<file path="src/rtl/seven_seg_scan.sv">
// seven_seg_scan: time-multiplexed driver for NUM_DIGITS common-anode
// seven-segment digits. A prescaler sets how long each digit is driven, and
// the digit index steps once per prescaler wrap. The display reads only the
// shadow registers, which are captured on 'load'. All outputs are registered
// and active-low.
//
// Optional feature: define LEADING_ZERO_BLANK_EN to blank leading-zero
// digits. Digit 0, and any digit whose decimal point is lit, is never
// blanked by this rule.
module seven_seg_scan #(
  parameter int NUM_DIGITS  = 4,
  parameter int REFRESH_DIV = 100000
) (
  input  logic                      clk,
  input  logic                      reset,
  input  logic [4*NUM_DIGITS-1:0]   value,
  input  logic [NUM_DIGITS-1:0]     dp_in,
  input  logic [NUM_DIGITS-1:0]     digit_en,
  input  logic                      load,
  output logic [6:0]                seg,
  output logic                      dp,
  output logic [NUM_DIGITS-1:0]     an,
  output logic                      frame_done
);

  localparam int PW = (REFRESH_DIV > 1) ? $clog2(REFRESH_DIV) : 1;
  localparam int IW = (NUM_DIGITS > 1) ? $clog2(NUM_DIGITS) : 1;
  localparam logic [PW-1:0] PRESC_LAST = PW'(REFRESH_DIV - 1);
  localparam logic [IW-1:0] IDX_LAST   = IW'(NUM_DIGITS - 1);

  logic [PW-1:0]           r_presc;
  logic [IW-1:0]           r_idx;
  logic [4*NUM_DIGITS-1:0] r_val_sh;
  logic [NUM_DIGITS-1:0]   r_dp_sh;
  logic [NUM_DIGITS-1:0]   r_en_sh;

  logic                    w_tick;
  logic                    w_last_digit;
  logic [NUM_DIGITS-1:0]   w_sel;
  logic [NUM_DIGITS-1:0]   w_lzb;
  logic [NUM_DIGITS-1:0]   w_en_eff;
  logic [3:0]              w_nib;
  logic                    w_dp_sel;
  logic                    w_vis;

  // Hex nibble to active-low segment pattern, bit 6 = a ... bit 0 = g.
  function automatic logic [6:0] glyph(input logic [3:0] nib);
    logic [6:0] g;
    case (nib)
      4'h0:    g = 7'b0000001;
      4'h1:    g = 7'b1001111;
      4'h2:    g = 7'b0010010;
      4'h3:    g = 7'b0000110;
      4'h4:    g = 7'b1001100;
      4'h5:    g = 7'b0100100;
      4'h6:    g = 7'b0100000;
      4'h7:    g = 7'b0001111;
      4'h8:    g = 7'b0000000;
      4'h9:    g = 7'b0000100;
      4'hA:    g = 7'b0001000;
      4'hB:    g = 7'b1100000;
      4'hC:    g = 7'b0110001;
      4'hD:    g = 7'b1000010;
      4'hE:    g = 7'b0110000;
      4'hF:    g = 7'b0111000;
      default: g = 7'b1111111;
    endcase
    return g;
  endfunction

  assign w_tick       = (r_presc == PRESC_LAST);
  assign w_last_digit = (r_idx == IDX_LAST);

  // Prescaler: counts the dwell of each digit and wraps to form the tick.
  always_ff @(posedge clk) begin
    if (reset) begin
      r_presc <= '0;
    end else if (w_tick) begin
      r_presc <= '0;
    end else begin
      r_presc <= r_presc + PW'(1);
    end
  end

  // Digit index: advances once per tick, wrapping after the last digit.
  always_ff @(posedge clk) begin
    if (reset) begin
      r_idx <= '0;
    end else if (w_tick) begin
      r_idx <= w_last_digit ? '0 : (r_idx + IW'(1));
    end else begin
      r_idx <= r_idx;
    end
  end

  // Shadow registers: the only data source the display ever reads.
  always_ff @(posedge clk) begin
    if (reset) begin
      r_val_sh <= '0;
      r_dp_sh  <= '0;
      r_en_sh  <= '1;
    end else if (load) begin
      r_val_sh <= value;
      r_dp_sh  <= dp_in;
      r_en_sh  <= digit_en;
    end else begin
      r_val_sh <= r_val_sh;
      r_dp_sh  <= r_dp_sh;
      r_en_sh  <= r_en_sh;
    end
  end

`ifdef LEADING_ZERO_BLANK_EN
  // Leading-zero blanking: scan from the top nibble down while everything
  // seen so far is zero; a lit decimal point exempts its digit.
  always_comb begin : lzb_calc
    logic v_zero;
    v_zero = 1'b1;
    w_lzb  = '0;
    for (int i = NUM_DIGITS - 1; i >= 0; i--) begin
      v_zero   = v_zero & (r_val_sh[4*i +: 4] == 4'h0);
      w_lzb[i] = v_zero & ~r_dp_sh[i] & (i > 0);
    end
  end
`else
  assign w_lzb = '0;
`endif

  assign w_en_eff = r_en_sh & ~w_lzb;

  // Select the nibble, decimal point and visibility of the current digit.
  always_comb begin
    w_sel    = '0;
    w_nib    = 4'h0;
    w_dp_sel = 1'b0;
    w_vis    = 1'b0;
    for (int i = 0; i < NUM_DIGITS; i++) begin
      w_sel[i] = (r_idx == IW'(i));
      w_nib    = w_nib | ({4{w_sel[i]}} & r_val_sh[4*i +: 4]);
      w_dp_sel = w_dp_sel | (w_sel[i] & r_dp_sh[i]);
      w_vis    = w_vis | (w_sel[i] & w_en_eff[i]);
    end
  end

  // Output register: drive the selected digit, or blank everything.
  always_ff @(posedge clk) begin
    if (reset) begin
      seg        <= 7'b1111111;
      dp         <= 1'b1;
      an         <= '1;
      frame_done <= 1'b0;
    end else begin
      frame_done <= w_tick & w_last_digit;
      if (w_vis) begin
        seg <= glyph(w_nib);
        dp  <= ~w_dp_sel;
        an  <= ~w_sel;
      end else begin
        seg <= 7'b1111111;
        dp  <= 1'b1;
        an  <= '1;
      end
    end
  end

endmodule

</file>
<file path="config.mk">
export PLATFORM = sky130hd
export DESIGN_NAME = seven_seg_scan
export DESIGN_NICKNAME = d
export VERILOG_FILES = /design/src/rtl/seven_seg_scan.sv
export SDC_FILE = /design/constraint.sdc
export NUM_CORES = 1
export LEC_CHECK = 0
export ABC_CLOCK_PERIOD_IN_PS = 5900
export BUFFER_PORTS_ARGS = -buffer_cell sky130_fd_sc_hd__buf_2
export CELL_PAD_IN_SITES_DETAIL_PLACEMENT = 0
export CELL_PAD_IN_SITES_GLOBAL_PLACEMENT = 1
export CORE_MARGIN = 1.5
export CORE_UTILIZATION = 42
export DETAILED_ROUTE_END_ITERATION = 7
export HOLD_SLACK_MARGIN = 0.02
export PLACE_DENSITY = 0.77
export SETUP_SLACK_MARGIN = 0.2
export SLEW_MARGIN = 20
export SYNTH_ARGS = -nofsm -noshare
export SYNTH_HDL_FRONTEND = slang
export SYNTH_SLANG_ARGS = --single-unit
</file>
<file path="constraint.sdc">
create_clock -name clk -period 5.9 [get_ports clk]
set_input_delay 0.295 -clock clk [delete_from_list [all_inputs] [get_ports clk]]
set_output_delay 0.295 -clock clk [all_outputs]
set_load 0.02 [all_outputs]
</file>
* Word level (Yosys, flattened, before mapping) *
Memories as Yosys holds them, arrays and structs flattened. A register that Yosys moved wholly into a read port is not among the register bits.
Index checks and enable logic that the tools add are counted.

word-level totals
  memories kept = 1
  memory bits (read-only) = 112
  flip-flop bits (word level) = 49
  bits of input ports = 27
  word-level logic and storage cells = 44
  output and inout bits = 13

memories
  memory            depth  bits a word  read ports  clocked after Yosys merged registers in  wr ports  line  text
  (name not given)  16     7            1           1                                        0         49    case (nib)

operators by class
  add/subtract/negate cells = 2
  eq/ne operators = 4
  bitwise gates (word level) = 25
  reduce and logical (&&, ||, !) cells = 3
  muxes and demuxes = 1

operators by type and width
  operator                                             number
  adder 17 x 1 -> 17 bit, second input constant        1
  equality test 17 bit, second input constant          1
  bitwise AND 4 bit                                    4
  bitwise OR 4 bit                                     3
  bitwise AND 1 bit                                    9
  bitwise OR 1 bit                                     6
  equality test 2 bit, second input constant           2
  NOT 4 bit                                            1
  OR reduction 2 bit                                   2
  adder 2 x 1 -> 2 bit, second input constant          1
  equality test 2 x 1 -> 1 bit, second input constant  1
  zero test 2 bit                                      1
  two-way mux 2 bit                                    1
  NOT 1 bit                                            2

* Longest topological paths before layout *
Gate-level depths: netlist of run 1.

  depth after elaboration = 7
  depth in mapped cells = 10

* Least setup slack after synthesis of run 1 *
Ideal clock, no wire load.

  kind = register to register
  start point = reg r_idx[0]
  end point = reg seg[3]
  path buffers = 1
  setup time = 0.133 ns
  path slack = 3.746 ns
  data required time = 5.767 ns
  arrival time = 2.022 ns
  cell stages (with the launch flop) = 11
  cells stage by stage = dfxtp_1 > inv_1 > ha_1 > buf_6 > a22o_1 > a221oi_4 > inv_1 > ha_1 > a21boi_0 > a211oi_1 > o21ai_1

between the ends
  word-level cells in the longest chain between the ends = 7
  elaborated cells between the ends (all ways) = 20

ends and longest elaborated chain
  what                                                                    line  text
  start, declared                                                         32    logic [IW-1:0] r_idx;
  start signal, assigned                                                  90    r_idx <= w_last_digit ? '0 : (r_idx + IW'(1));
  start signal, assigned                                                  92    r_idx <= r_idx;
  equality test 2 x 1 -> 1 bit / zero test 2 bit (equally long branches)  138   w_sel[i] = (r_idx == IW'(i));
  bitwise AND 1 bit                                                       141   w_vis = w_vis | (w_sel[i] & w_en_eff[i]);
  bitwise OR 1 bit (3 in series)                                          141
  NOT 1 bit (no source line)                                              --
  OR reduction 2 bit (no source line)                                     --
  end, declared                                                           20    output logic [6:0] seg,

Parallel ways exist; a longest one is shown, timed or not.
A chain may end at the register's enable or synchronous reset.

* Worst setup path in the final report of run 1 *
Same ends and word-level chain as after synthesis.

==> results of run 1 <==
==> final cells by class <==
type	count	area [um2]
fill	580	2820
multi-input combinational	179	1270
sequential	56	1120
timing repair buffer	39	195
tap	72	90.1
clock buffer	7	76.3
inverter	7	26.3
clock inverter	1	8.76
==> logic make-up after synthesis <==
group | count (synthesis) | synth area share (%)
XOR/XNOR | 10 | 3.51
adder cells (fa/ha/maj) | 11 | 5.52
AND/OR/NAND/NOR | 91 | 18.7
flip-flops | 56 | 44.9
multiplexers | 23 | 9.23
buffers and inverters | 22 | 4.06
AO/OA/AOI/OAI | 44 | 14.0
==> state kept, by name (all words and copies together), names as in the netlist <==
| register | count |
|---|---|
| an | 4 |
| seg | 7 |
| r_presc | 17 |
| dp | 1 |
| r_idx | 2 |
| r_en_sh | 4 |
| frame_done | 1 |
| r_val_sh | 16 |
| r_dp_sh | 4 |
==> routing by layer <==
layer  track usage, %  up-vias  wire length (um)
met5                0        -                 0
met4             5.00        0                61
met3             4.09        8               256
met2             22.6       53              2060
met1             25.4      888              2690
li1                 -      973                 -
==> per-stage QoR <==
stage / hold WS, ns / util [%]
3_5_place_dp: 0.448 / 48.2
6_report: 0.184 / 49.8
4_1_cts: 0.180 / 49.8
3_3_place_gp: 0.440 / 48.2
2_1_floorplan: 0.413 / -
5_1_grt: 0.176 / 49.8
==> worst min path at each step <==
stage                            end  depth (start not counted)
after floorplan           r_en_sh[3]                          1
after global placement    r_presc[0]                          1
after CTS                 r_en_sh[0]                          2
final                     r_en_sh[0]                          2
after detailed placement  r_presc[0]                          1
after global routing      r_en_sh[0]                          2
==> critical path, cell delays in order (launching register included) <==
cell,delay (ns)
dfxtp_1,0.40
inv_1,0.08
ha_1,0.30
a22o_1,0.30
a221oi_4,0.36
inv_1,0.12
ha_1,0.23
a21boi_0,0.16
a211oi_1,0.24
o21ai_1,0.10
==> power by group through the flow <==
| stage | Combinational, uW | Sequential (uW) | Clock, uW |
|---|---|---|---|
| 2_1_floorplan | 45.7 | 418 | 0 |
| 3_3_place_gp | 74.7 | 414 | 0 |
| 3_5_place_dp | 74.9 | 414 | 0 |
| 4_1_cts | 75.2 | 405 | 216 |
| 5_1_grt | 83.3 | 407 | 234 |
| 6_report | 75.1 | 405 | 210 |
==> cells in the final DEF, fill, tap and decap left out, types with 2 or more instances in the layout <==
| cell | Yosys | routed |
|---|---|---|
| o21ai_0 | 6 | 6 |
| a211o_1 | 4 | 4 |
| a221oi_4 | 2 | 2 |
| nand2_1 | 12 | 12 |
| nor3_1 | 4 | 4 |
| mux2i_1 | 23 | 23 |
| o211ai_1 | 2 | 2 |
| a221o_1 | 2 | 2 |
| and4_1 | 2 | 2 |
| nor2_1 | 34 | 34 |
| clkbuf_1 | 5 | 2 |
| and3_1 | 3 | 3 |
| xor2_1 | 9 | 9 |
| or3_1 | 6 | 6 |
| a21oi_1 | 8 | 8 |
| dfxtp_1 | 56 | 56 |
| and2_1 | 2 | 2 |
| nor2b_1 | 4 | 4 |
| ha_1 | 11 | 11 |
| inv_1 | 7 | 7 |
| a22oi_1 | 8 | 8 |
| a211oi_1 | 2 | 2 |
| nand3_1 | 10 | 10 |
| a22o_1 | 4 | 4 |
| nand4_1 | 7 | 7 |
| clkbuf_8 | 0 | 5 |
| buf_2 | 9 | 39 |
==> results.md, run 1 <==
- Sequential Power Share: 58.7%
- R2r startpoint: r_idx[0]
- Gate Count Post-Synth: 257
- Vias per std cell: 5.32
- CP startpoint: r_idx[0]
- Ys async rst share: 0%
- Fin. Hold Viols: 0
- Clock skew: 0.00366 ns
- Post-route clock period utilization: 41.3%
- Post-synthesis cell type count: 41
- Flops & latches, synth: 56
- Global route overflow: 0
- Final ANT Viol Nets: 0
- EDFF count, synth: 0
- Combinational share of power: 10.9%
- Status: complete, no violations
- Row count: 27
- Largest net degree at the start of global routing: 32
- Routed wire length: 5070 um
- ANT cells: 0
- Top-area cell type share of the netlist area: 44.9%
- Vias in the first global route: 1621
- Die width: 80.1 um
- Layout cells sized above 1: 17.0%
- Starting density of the core: 44.5%
- Synth top cells by count: dfxtp_1 (56), nor2_1 (34), mux2i_1 (23)
- Slew Limit Fails: 0
- Drt first pass iters: 4
- Total power: 690 uW
- Sequential area share after synthesis: 44.9%
- # hold bufs at CTS: 0
- Total CTS buffers: 5
- Arr. time, crit path: 2.60 ns
- Yosys Warn Count: 0
- Clock power frac: 30.4%
- Setup_tns: 0 ns
- Slew Limit Headroom: 42.0%
- DP Area: 0.00271 mm2
- Worst min path class: input port to register
- Wire per inst: 14.0 um
- Count leader, synth: dfxtp_1
- PwrDens: 247 mW/mm2
- Root buffer cell: clkbuf_8
- Antenna violations before repair: 0
- IO Pins: 40
- Final HPWL DP: 3550 um
- Total internal power: 513 uW
- Sw Ratio: 25.6%
- Clock Latency Late Sink: 0.31 ns
- Start point of the worst hold path: digit_en[0]
- First-pass GRT wire length: 8170 um
- Nets@finish: 326
- DR DRC count: 0
- GPL Wtd Cong: 0.901
- Ranking of synthesized cells by area: dfxtp_1 (45%), mux2i_1 (9.2%), ha_1 (5.5%)
- Core ar.: 0.00561 mm2
- Vias: 1922
- Crit path capture: seg[3]
- Worst R2R Setup Slack: 3.46 ns
- CTS sink cnt: 56
- Most common flop cell mapped by yosys: dfxtp_1
- Design area: 0.00279 mm2
- Final WS setup: 3.46 ns
- Switching Power: 177 uW
- Placed cells: 353
- DR iter-0 viols: 75
- Max Cap Viol: 0
- Worst R2R End: seg[3]
- Syn Nets: 295
- Lkg Pwr: 0.00119 uW
- Post-CTS sizing: 0
- GRT Total Usage: 16.6%
- Post-Syn Area: 0.00249 mm2
- Clk slew on worst S/H paths: 0.10 ns
- Reg2reg path depth: 9
- DP Worst Slack: 3.51 ns
- Synth area leader: dfxtp_1
- Crit end category: register
- CTS tree: done
- Max IR drop VDD: 0.136 mV
- Setup bufs post-CTS: 0
- WS Path Type: register to register
- Post-Syn Area per Cell: 9.71 um2
- RSZ-0062 raised after global routing: false
- Worst Path Max Fanout: 8
- IO buf count: 39
- Die area: 0.00641 mm2
- CP Launch Type: register
- Area Overhead vs Synth: 11.8%
- Final Setup Violations: 0
- Min Tclk post-route: 2.44 ns
- Clock Path Buffers: 2
- Highest clock rate: 411 MHz
- Post-route insts no fill: 361
- Slew @ Worst Pin: 0.870 ns
- Req. time, crit path: 6.06 ns
- H-tree levels: 2
- Die Y: 80.1 um
Power figures use the tool's default switching activity.
==> run 2: changes to the inputs <==
ABC_AREA = 1   (was default)
ABC_CLOCK_PERIOD_IN_PS = 2520   (was 5900)
CORE_UTILIZATION = 40   (was 42)
PLACE_DENSITY = 0.78   (was 0.77)
clock period = 2.52 ns   (was 5.9 ns; I/O delays follow)
==> run 2 against run 1 <==
Critical path depth grew 2. Clock power increased to 2.8 times the previous value. Design area up 5.7%. Largest cell class unchanged.
==> results.md, run 2 <==
- Crit end category: register
- Start point of the worst hold path: digit_en[2]
- Core ar.: 0.00628 mm2 (+12%)
- First-pass GRT wire length: 9920 um (+21%)
- Layout cells sized above 1: 15.7% (-1.3 points)
- Worst R2R Setup Slack: 0.62 ns (-2.84 ns)
- DR DRC count: 0 (unchanged)
- IO buf count: 39 (unchanged)
- Slew Limit Headroom: 45.2% (+3.2 points)
- GPL Wtd Cong: 0.838 (-7.0%)
- Flops & latches, synth: 56 (unchanged)
- PwrDens: 580 mW/mm2 (+130%)
- Top Registers: r_presc x17, r_val_sh x16, seg x7
- Fin. Hold Viols: 0 (unchanged)
- Wire per inst: 11.6 um (-17%)
- Row count: 29 (+7.4%)
- Post-Syn Area per Cell: 7.12 um2 (-27%)
- WS Path Type: register to register
- Post-CTS sizing: 0 (unchanged)
- Fillers: 663 (+14%)
- Die area: 0.00695 mm2 (+8.4%)
- Max Cap Viol: 0 (unchanged)
- Top-area cell type share of the netlist area: 43.4% (-1.5 points)
- DP Worst Slack: 0.641 ns (-2.87 ns)
- Final HPWL DP: 4170 um (+18%)
- Slew @ Worst Pin: 0.821 ns (-0.0483 ns)
- R2r startpoint: r_idx[0]
- Final ANT Viol Nets: 0 (unchanged)
- Final WS setup: 0.622 ns (-2.84 ns)
- Post-Syn Area: 0.00258 mm2 (+3.6%)
- Design area: 0.00295 mm2 (+5.7%)
- Largest register FFs: 17 (unchanged)
- Clk slew on worst S/H paths: 0.09 ns (about the same)
- Worst min path class: input port to register
- Most common flop cell mapped by yosys: dfxtp_1
- Ranking of synthesized cells by area: dfxtp_1 (43%), nand2_1 (13%), nor2_1 (9.3%)
- Hold Crit Endpoint: r_en_sh[2]
- Clock skew: 0.00726 ns (+0.00360 ns)
- Most common cell after layout, fill and taps aside: nand2_1
- DP Area: 0.00283 mm2 (+4.6%)
- Clock Latency Late Sink: 0.31 ns (about the same)
- Largest reg by FF count: r_presc
- Yosys Warn Count: 0 (unchanged)
- Lkg Pwr: 0.00129 uW (+8.7%)
- Sequential area share after synthesis: 43.4% (-1.5 points)
- Max IR drop VDD: 0.352 mV (+160%)
- Global route overflow: 0 (unchanged)
- ANT cells: 0 (unchanged)
- H-tree levels: 2 (unchanged)
- Drt first pass iters: 4 (unchanged)
- Clock Path Buffers: 2 (unchanged)
- Status: complete, no violations
- Syn Nets: 401 (+36%)
- Setup bufs post-CTS: 0 (unchanged)
- EDFF count, synth: 0 (unchanged)
- RSZ-0062 raised after global routing: false
- CP Launch Type: register
- GRT Total Usage: 17.5% (+0.84 points)
- IO Pins: 40 (unchanged)
- Die Y: 83.4 um (+4.1%)
- Req. time, crit path: 2.73 ns (-3.33 ns)
- CTS sink cnt: 56 (unchanged)
- Post-synthesis cell type count: 29 (-29%)
- CTS tree: done
- Count leader, synth: nand2_1
- Reg2reg path depth: 11 (+2)
- Min Tclk post-route: 1.90 ns (-0.538 ns)
- Most frequent cells in the layout: nand2_1 (90), nor2_1 (64), dfxtp_1 (56), buf_2 (39), inv_1 (32)
- Antenna violations before repair: 0 (unchanged)
- Highest clock rate: 527 MHz (+28%)
- Post-route clock period utilization: 75.3% (+34 points)
- CP dominant cell by count: nand2_1
- Setup_tns: 0 ns (unchanged)
- CP startpoint: r_idx[0]
- Slew Limit Fails: 0 (unchanged)
- Ys async rst share: 0% (unchanged)
- Final Setup Violations: 0 (unchanged)
- Area Overhead vs Synth: 14.1%
- Nets@finish: 439 (+35%)
- Die width: 83.4 um (+4.1%)
- Synth area leader: dfxtp_1
- CP max stage cell: dfxtp_1
- DR iter-0 viols: 101 (+35%)
- Largest net degree at the start of global routing: 30 (-6.3%)
- Vias per std cell: 4.70 (-12%)
- Root buffer cell: clkbuf_8
- Arr. time, crit path: 2.11 ns (-0.49 ns)
- Routed wire length: 5550 um (+9.5%)
- Starting density of the core: 41.2% (-3.3 points)
- Worst Path Max Fanout: 7 (-1)
- Ordered list of cells on the worst path: inv_1 -> ha_1 -> nand2_1 -> o21ai_1 -> nor2_2 -> inv_1 -> ha_1 -> nand2_1 -> nand3_1 -> nand2_1 -> nand2_1
- Vias: 2253 (+17%)
- Total CTS buffers: 5 (unchanged)
- Synth top cells by count: nand2_1 (90), nor2_1 (64), dfxtp_1 (56)
- Gate Count Post-Synth: 363 (+41%)
- Worst R2R End: seg[3]
- Vias in the first global route: 2187 (+35%)
- Placed cells: 470 (+33%)
- Hold path depth: 3 (+1)
- Slowest stage delay, CP: 0.39 ns (about the same)
- Worst hold slack: 0.0293 ns (-0.155 ns)
- Post-route insts no fill: 479 (+33%)
## run 2: critical path: cells and delay by family (launching register included)
family / cells / cell delay, ns
flops: 1 / 0.39
compound gates: 1 / 0.10
buf+inv: 2 / 0.20
fa+ha+maj: 2 / 0.58
simple gates: 6 / 0.53
## run 2: power breakdown
part,switching [uW],total (uW),internal [uW]
registers,19.5,948,928
logic,115,181,67.0
clock network,285,581,295
total,419,1710,1290
## run 2: logic make-up after synthesis
group / Yosys count / synth area share (%)
buffers and inverters: 48 / 7.41
and+or+nand+nor: 194 / 32.0
adders and majority gates: 11 / 5.33
DFF: 56 / 43.4
AOI/OAI and AO/OA: 45 / 8.81
xor gates and xnor gates: 9 / 3.05
## run 2: timing repair
action | in CTS | in global routing
setup endpoints to repair | 0 | 0
hold endpoints to repair | 1 | 0
hold buffers | 1 | 0
## run 2: cell type report
| type | instances | area [um2] | area share, % |
|---|---|---|---|
| multi-input combinational | 259 | 1270 | 43.1 |
| timing repair buffer | 40 | 205 | 6.96 |
| tap | 77 | 96.3 | 3.27 |
| sequential | 56 | 1120 | 38.0 |
| clock inverter | 2 | 35.0 | 1.19 |
| inverter | 39 | 146 | 4.97 |
| clock buffer | 6 | 72.6 | 2.46 |
## run 2: per-stage QoR
stage	util, %	power [uW]
final	47.0	1710
after global routing	47.0	1790
after CTS	47.0	1730
after detailed placement	45.1	1150
after global placement	45.1	1150
after floorplan	-	1090
## run 2: worst max-delay path by stage
stage                     slack, ns      to
final                          0.62  seg[3]
after global placement         0.69  seg[3]
after floorplan                0.87  seg[3]
after global routing           0.38  seg[3]
after detailed placement       0.64  seg[3]
after CTS                      0.63  seg[3]
## run 2: metal layers
| metal | global-route usage, % | wire length, um | up-vias |
|---|---|---|---|
| met2 | 28.5 | 2520 | 33 |
| li1 | - | - | 1209 |
| met3 | 4.47 | 213 | 6 |
| met1 | 23.0 | 2760 | 1005 |
| met5 | 0 | 0 | - |
| met4 | 4.55 | 57 | 0 |
